<file path="src/rtl/mcs4_pkg.sv">
// Shared MCS-4 types used by the i4002 debug bridge.
package mcs4;
  typedef logic [3:0] char_t;
endpackage

</file>
<file path="src/rtl/mcs4_ram_dbg_bridge_if.sv">
// Host-side request/response stream of the i4002 debug bridge.
interface mcs4_ram_dbg_bridge_if;
  logic        req_valid;
  logic        req_ready;
  logic        req_write;
  logic [11:0] req_addr;
  logic [7:0]  req_wdata;
  logic        rsp_valid;
  logic        rsp_ready;
  logic [7:0]  rsp_rdata;
  logic        rsp_err;
  logic [7:0]  err_count;

  modport master (
    output req_valid, req_write, req_addr, req_wdata, rsp_ready,
    input  req_ready, rsp_valid, rsp_rdata, rsp_err, err_count
  );

  modport slave (
    input  req_valid, req_write, req_addr, req_wdata, rsp_ready,
    output req_ready, rsp_valid, rsp_rdata, rsp_err, err_count
  );
endinterface

</file>
<file path="src/rtl/mcs4_ram_dbg_bridge.sv">
// Host-side master for the i4002 debug port: one request at a time, one
// strobe to every RAM chip, one response per request with timeout detection.
module mcs4_ram_dbg_bridge #(
  parameter int unsigned NUM_RAMS = 4,
  parameter int unsigned TIMEOUT  = 8
) (
  input  logic                          clk,
  input  logic                          rst,
  mcs4_ram_dbg_bridge_if.slave          host,
  output mcs4::char_t [2:0]             dbg_addr,
  output logic [7:0]                    dbg_wdata,
  output logic                          dbg_wen,
  output logic                          dbg_ren,
  input  logic [NUM_RAMS-1:0][7:0]      dbg_rdata,
  input  logic [NUM_RAMS-1:0]           dbg_rdata_vld
);

  localparam int unsigned     TW   = $clog2(TIMEOUT + 1);
  localparam logic [TW-1:0]   TMAX = TW'(TIMEOUT - 1);

  typedef enum logic [1:0] {IDLE, ISSUE, WAIT, RESP} state_t;

  state_t        state_q, state_d;
  logic [11:0]   addr_q, addr_d;
  logic [7:0]    wdata_q, wdata_d;
  logic          wen_q, wen_d;
  logic          ren_q, ren_d;
  logic [TW-1:0] timer_q, timer_d;
  logic [7:0]    rdata_q, rdata_d;
  logic          err_q, err_d;
  logic [7:0]    err_count_q, err_count_d;

  logic          hit;
  logic          multi;
  logic [7:0]    sel_data;

  // Responder scan: lowest-index valid chip wins, any second valid flags a conflict.
  always_comb begin
    hit      = 1'b0;
    multi    = 1'b0;
    sel_data = '0;
    for (int unsigned i = 0; i < NUM_RAMS; i++) begin
      if (dbg_rdata_vld[i]) begin
        if (!hit) begin
          hit      = 1'b1;
          sel_data = dbg_rdata[i];
        end else begin
          multi = 1'b1;
        end
      end
    end
  end

  // Next-state and datapath; strobes are registered so they are high exactly in ISSUE.
  always_comb begin
    state_d     = state_q;
    addr_d      = addr_q;
    wdata_d     = wdata_q;
    wen_d       = 1'b0;
    ren_d       = 1'b0;
    timer_d     = timer_q;
    rdata_d     = rdata_q;
    err_d       = err_q;
    err_count_d = err_count_q;
    unique case (state_q)
      IDLE: begin
        if (host.req_valid) begin
          addr_d  = host.req_addr;
          wdata_d = host.req_wdata;
          wen_d   = host.req_write;
          ren_d   = !host.req_write;
          state_d = ISSUE;
        end
      end
      ISSUE: begin
        if (wen_q) begin
          rdata_d = '0;
          err_d   = 1'b0;
          state_d = RESP;
        end else begin
          timer_d = '0;
          state_d = WAIT;
        end
      end
      WAIT: begin
        if (hit) begin
          rdata_d = sel_data;
          err_d   = multi;
          state_d = RESP;
        end else if (timer_q == TMAX) begin
          rdata_d = '0;
          err_d   = 1'b1;
          state_d = RESP;
        end else begin
          timer_d = timer_q + 1'b1;
        end
      end
      RESP: begin
        if (host.rsp_ready) begin
          state_d = IDLE;
          if (err_q && (err_count_q != 8'hFF)) begin
            err_count_d = err_count_q + 8'd1;
          end
        end
      end
      default: state_d = IDLE;
    endcase
  end

  // State and datapath registers with synchronous reset.
  always_ff @(posedge clk) begin
    if (rst) begin
      state_q     <= IDLE;
      addr_q      <= '0;
      wdata_q     <= '0;
      wen_q       <= 1'b0;
      ren_q       <= 1'b0;
      timer_q     <= '0;
      rdata_q     <= '0;
      err_q       <= 1'b0;
      err_count_q <= '0;
    end else begin
      state_q     <= state_d;
      addr_q      <= addr_d;
      wdata_q     <= wdata_d;
      wen_q       <= wen_d;
      ren_q       <= ren_d;
      timer_q     <= timer_d;
      rdata_q     <= rdata_d;
      err_q       <= err_d;
      err_count_q <= err_count_d;
    end
  end

  assign host.req_ready = (state_q == IDLE);
  assign host.rsp_valid = (state_q == RESP);
  assign host.rsp_rdata = rdata_q;
  assign host.rsp_err   = err_q;
  assign host.err_count = err_count_q;
  assign dbg_addr       = addr_q;
  assign dbg_wdata      = wdata_q;
  assign dbg_wen        = wen_q;
  assign dbg_ren        = ren_q;

endmodule
</file>
<file path="src/flat_wrapper.sv">
// flat-port wrapper written by rule: the top's interface ports become plain ports
module mcs4_ram_dbg_bridge_flat 
#(
  parameter int unsigned NUM_RAMS = 4,
  parameter int unsigned TIMEOUT  = 8
)
  (clk, rst, dbg_addr, dbg_wdata, dbg_wen, dbg_ren, dbg_rdata, dbg_rdata_vld, host_req_valid, host_req_write, host_req_addr, host_req_wdata, host_rsp_ready, host_req_ready, host_rsp_valid, host_rsp_rdata, host_rsp_err, host_err_count);
  mcs4_ram_dbg_bridge_if host_i ();
  input  logic clk;
  input  logic rst;
  output mcs4::char_t [2:0] dbg_addr;
  output logic [7:0] dbg_wdata;
  output logic dbg_wen;
  output logic dbg_ren;
  input  logic [NUM_RAMS-1:0][7:0] dbg_rdata;
  input  logic [NUM_RAMS-1:0] dbg_rdata_vld;
  input wire logic [$bits(host_i.req_valid)-1:0] host_req_valid;
  input wire logic [$bits(host_i.req_write)-1:0] host_req_write;
  input wire logic [$bits(host_i.req_addr)-1:0] host_req_addr;
  input wire logic [$bits(host_i.req_wdata)-1:0] host_req_wdata;
  input wire logic [$bits(host_i.rsp_ready)-1:0] host_rsp_ready;
  output wire logic [$bits(host_i.req_ready)-1:0] host_req_ready;
  output wire logic [$bits(host_i.rsp_valid)-1:0] host_rsp_valid;
  output wire logic [$bits(host_i.rsp_rdata)-1:0] host_rsp_rdata;
  output wire logic [$bits(host_i.rsp_err)-1:0] host_rsp_err;
  output wire logic [$bits(host_i.err_count)-1:0] host_err_count;
  assign host_i.req_valid = host_req_valid;
  assign host_i.req_write = host_req_write;
  assign host_i.req_addr = host_req_addr;
  assign host_i.req_wdata = host_req_wdata;
  assign host_i.rsp_ready = host_rsp_ready;
  assign host_req_ready = host_i.req_ready;
  assign host_rsp_valid = host_i.rsp_valid;
  assign host_rsp_rdata = host_i.rsp_rdata;
  assign host_rsp_err = host_i.rsp_err;
  assign host_err_count = host_i.err_count;
  mcs4_ram_dbg_bridge #(.NUM_RAMS(NUM_RAMS), .TIMEOUT(TIMEOUT)) u_core (.clk(clk), .rst(rst), .host(host_i), .dbg_addr(dbg_addr), .dbg_wdata(dbg_wdata), .dbg_wen(dbg_wen), .dbg_ren(dbg_ren), .dbg_rdata(dbg_rdata), .dbg_rdata_vld(dbg_rdata_vld));
endmodule
</file>
<file path="config.mk">
export PLATFORM = sky130hd
export DESIGN_NAME = mcs4_ram_dbg_bridge_flat
export DESIGN_NICKNAME = d
export VERILOG_FILES = /design/src/rtl/mcs4_pkg.sv /design/src/rtl/mcs4_ram_dbg_bridge_if.sv /design/src/rtl/mcs4_ram_dbg_bridge.sv /design/src/flat_wrapper.sv
export SDC_FILE = /design/constraint.sdc
export NUM_CORES = 1
export LEC_CHECK = 0
export ABC_CLOCK_PERIOD_IN_PS = 1900
export CAP_MARGIN = 20
export CORE_MARGIN = 3
export CORE_UTILIZATION = 38
export CTS_BUF_LIST = sky130_fd_sc_hd__clkbuf_4 sky130_fd_sc_hd__clkbuf_8
export CTS_CLUSTER_DIAMETER = 150
export CTS_CLUSTER_SIZE = 14
export DETAILED_ROUTE_END_ITERATION = 6
export PLACE_DENSITY_LB_ADDON = 0.12
export SYNTH_ARGS = -nofsm -noshare
export SYNTH_HDL_FRONTEND = slang
export SYNTH_SLANG_ARGS = --single-unit
</file>
<file path="constraint.sdc">
create_clock -name clk -period 1.9 [get_ports clk]
set_input_delay 0.285 -clock clk [delete_from_list [all_inputs] [get_ports clk]]
set_output_delay 0.285 -clock clk [all_outputs]
set_load 0.005 [all_outputs]
</file>
==> summary.md <==
| Metric | Value |
|---|---|
| Status | `finished, final reports clean` |
| Nets@finish | `440` |
| Max Root-Sink Buffers | `2` |
| Register bit total from synthesis | `45` |
| FFs w/ async S/R, synth | `0` |
| Leakage | `1.254 nW` |
| Final wirelength | `6051 µm` |
| Hold EP | `u_core.dbg_addr[2]` |
| Die area | `6588 µm²` |
| Synth area leaders | `dfxtp_1, nand2_1, a21oi_1` |
| Sw Ratio | `0.3086` |
| Final core occ | `0.6436` |
| Fin. Hold Viols | `0` |
| Largest area contributor in the netlist | `dfxtp_1` |
| Max VDD drop | `0.5669 mV` |
| Sw Pwr | `0.8802 mW` |
| Synthesized area per cell | `8.195 µm²` |
| Final setup margin | `0.09991 ns` |
| TritonCTS clock tree | `done` |
| Top-area cell type share of the netlist area | `0.4196` |
| Max transition margin | `0.6418` |
| DIE HEIGHT | `81.17 µm` |
| Overall die width | `81.17 µm` |
| R2r startpoint | `u_core.state_q[0]` |
| Int Pwr | `1.972 mW` |
| Clock skew | `0.005580 ns` |
| Max_cap viols | `0` |
| Main synth FF type | `dfxtp_1` |
| Initial antenna violation count | `0` |
| Clock sink total | `45` |
| Synthesized area | `2147 µm²` |
| Met1 Use GR | `0.2295` |
| Global route hottest layer | `met2` |
| Remaining DRCs | `0` |
| # hold bufs at CTS | `0` |
| Non-Filler Instances | `443` |
| GR Util met2 | `0.3005` |
| Top-Level Pins | `102` |
| GRT Total Usage | `0.1859` |
| Initial DRC Count | `102` |
| Crit start category | `register` |
| Arr. time, crit path | `1.52 ns` |
| CTS Root Cell | `clkbuf_8` |
| Core area | `5270 µm²` |
| Detail Route Antenna Nets | `0` |
| Place WS | `-0.2146 ns` |
| Synth cell types | `46` |
| Largest net degree at the start of global routing | `37` |
| Fmax | `0.5555 GHz` |
| Worst Setup End Kind | `output pin` |
| Clk pwr share | `0.213` |
| Fin. max-slew vios | `0` |
| Routing usage on met3 | `0.06319` |
| PortBufs | `101` |
| RSZ-0062 raised after global routing | `no` |
| Worst hold path startpoint | `u_core.dbg_addr[2]` |
| Vias in the first global route | `2,126` |
| Via density | `4.977` |
| Number of core rows | `26` |
| First drt pass iteration count | `4` |
| WL/cell | `13.66 µm` |
| Final Setup Violations | `0` |
| WP buf/inv | `2` |
| Reg-to-reg slack, setup | `0.11 ns` |
| Ant diodes | `0` |
| Cell family with most CP delay | `buffers and inverters` |
| First-pass GRT wire length | `9646 µm` |
| Initial core utilization | `0.4074` |
| Hold crit path type | `reg -> reg` |
| Top-count cell post-synth | `nand2_1` |
| Power density cells | `840.9 nW/µm²` |
| Gr ovfl total | `0` |
| Worst-path clk slew | `0.08 ns` |
| Worst path required time | `1.62 ns` |
| Number of synthesized flops with an enable pin | `0` |
| Syn Nets | `330` |
| H-Tree Level Count | `2` |
| GPL Wtd Cong | `0.7934` |
| Combinational share of power | `0.390` |
| Reg-to-Reg End | `u_core.timer_q[3]` |
| Final min period | `1.800 ns` |
| Share of layout cells above drive strength 1 | `0.1019` |
| Area Growth Syn to Fin | `57.98%` |
| Via count | `2,205` |
| CP max-delay cell | `clkdlybuf4s50_1` |
| R2R cell count | `6` |
| Post-synthesis sequential area ratio | `0.4196` |
| TritonCTS buffer count | `5` |
| Largest stage delay, worst path | `0.52 ns` |
| HPWL Detailed | `4607 µm` |
| Worst-Margin Slew | `0.5344 ns` |
| Crit Path Class | `reg -> out` |
| Commonest cells in the synthesized netlist | `nand2_1, dfxtp_1, a21oi_1` |
| Flop pwr share | `0.398` |
| Cells on Worst Hold Path | `2` |
| Synth warn | `0` |
| Synthesized instance count | `262` |
| CP Max Fanout | `4` |
| Worst path cell trace | `inv_1 -> ha_2 -> clkdlybuf4s50_1` |
| Crit share post-route | `0.9474` |
| Skew-Pair Late Insertion Delay | `0.30 ns` |
| Placed insts | `435` |
==> power by group through the flow <==
| stage | clock network [mW] | logic [mW] | registers [mW] |
|---|---|---|---|
| finish | 0.607 | 1.11 | 1.13 |
| global route | 0.662 | 1.24 | 1.15 |
| CTS | 0.635 | 1.12 | 1.13 |
| detailed placement | 0 | 1.11 | 1.15 |
| global placement | 0 | 1.10 | 1.15 |
| floorplan | 0 | 0.528 | 1.16 |
==> area by class of cell <==
| cell class | instances | area [µm²] |
|---|---|---|
| inverters | 8 | 30.03 |
| well taps | 70 | 87.58 |
| repair buffers | 117 | 1131 |
| fillers | 489 | 1878 |
| flip-flops and latches | 45 | 902.1 |
| clock buffers | 7 | 83.83 |
| clock inverters | 1 | 7.507 |
| multi-input cells | 195 | 1150 |
==> routing by layer <==
layer,wire (µm),vias to the layer above
met1,2631,992
met2,2814,67
met3,533,5
met4,71,0
met5,0,-
li1,-,1141
==> worst min-delay path, stage by stage, from the launching register on <==
cell and delay (ns):
dfxtp_1 0.31, nand2_1 0.05, a21oi_1 0.05
==> per-stage QoR <==
stage | instance area [µm²] | hold slack (ns) | setup TNS [ns] | total power [mW]
floorplan | 2147 | 0.3618 | 0 | 1.687
global placement | 3292 | 0.4405 | -0.4827 | 2.249
detailed placement | 3292 | 0.4469 | -0.5729 | 2.263
CTS | 3388 | 0.4585 | 0 | 2.888
global route | 3392 | 0.4820 | 0 | 3.052
finish | 3392 | 0.4563 | 0 | 2.852
==> state kept, by name, indices dropped and copies added, names as in the netlist <==
| signal | flops |
|---|---|
| u_core.dbg_addr | 12 |
| u_core.dbg_wdata | 8 |
| u_core.host.err_count | 8 |
| u_core.host.rsp_rdata | 8 |
| u_core.timer_q | 4 |
| u_core.state_q | 2 |
| u_core.dbg_ren | 1 |
| u_core.dbg_wen | 1 |
| u_core.host.rsp_err | 1 |
==> worst max path at each step <==
stage	startpoint	endpoint	slack [ns]	depth (start not counted)
finish	u_core.state_q[0]	host_req_ready	0.1	3
global route	u_core.state_q[0]	u_core.timer_q[3]	0.005	6
CTS	u_core.state_q[0]	host_req_ready	0.04	3
detailed placement	dbg_rdata_vld[3]	u_core.timer_q[3]	-0.21	5
global placement	dbg_rdata_vld[3]	u_core.timer_q[3]	-0.15	5
floorplan	u_core.state_q[0]	u_core.timer_q[3]	0.13	6
==> kinds of logic (layout without fill, tap and decap cells) <==
kind of cell / count (synthesis) / in the layout / synth area share
flip-flops: 45 / 45 / 0.4196
AO/OA/AOI/OAI: 71 / 71 / 0.2121
adder cells (fa/ha/maj): 7 / 7 / 0.04079
multiplexers: 4 / 4 / 0.01923
AND/OR/NAND/NOR: 109 / 109 / 0.2436
buffers and inverters: 22 / 133 / 0.04837
XOR/XNOR: 4 / 4 / 0.01632
==> cells in the final DEF (no fill, tap or decap), drive strengths merged, types with 2 or more instances in the layout <==
cell type and instances:
and3 2, nand2b 2, nor3 4, a31oi 6, o22ai 6, a211oi 4
nor2 9, mux2i 3, buf 16, o31ai 2, a22o 2, o21ai 14
clkbuf 7, a32oi 3, and2b 2, nand3 7, xor2 3, ha 7
inv 8, a32o 6, dfxtp 45, a21oi 23, nor4 2, or4 3
clkdlybuf4s50 101, nand2 65, and2 7
==> repair_timing <==
action	4_1_cts	5_1_grt
resized for setup	1	2
pin swaps	0	0
buffers inserted	0	0
cloned	0	0
setup endpoints to repair	2	3
Power figures use the tool's default switching activity.
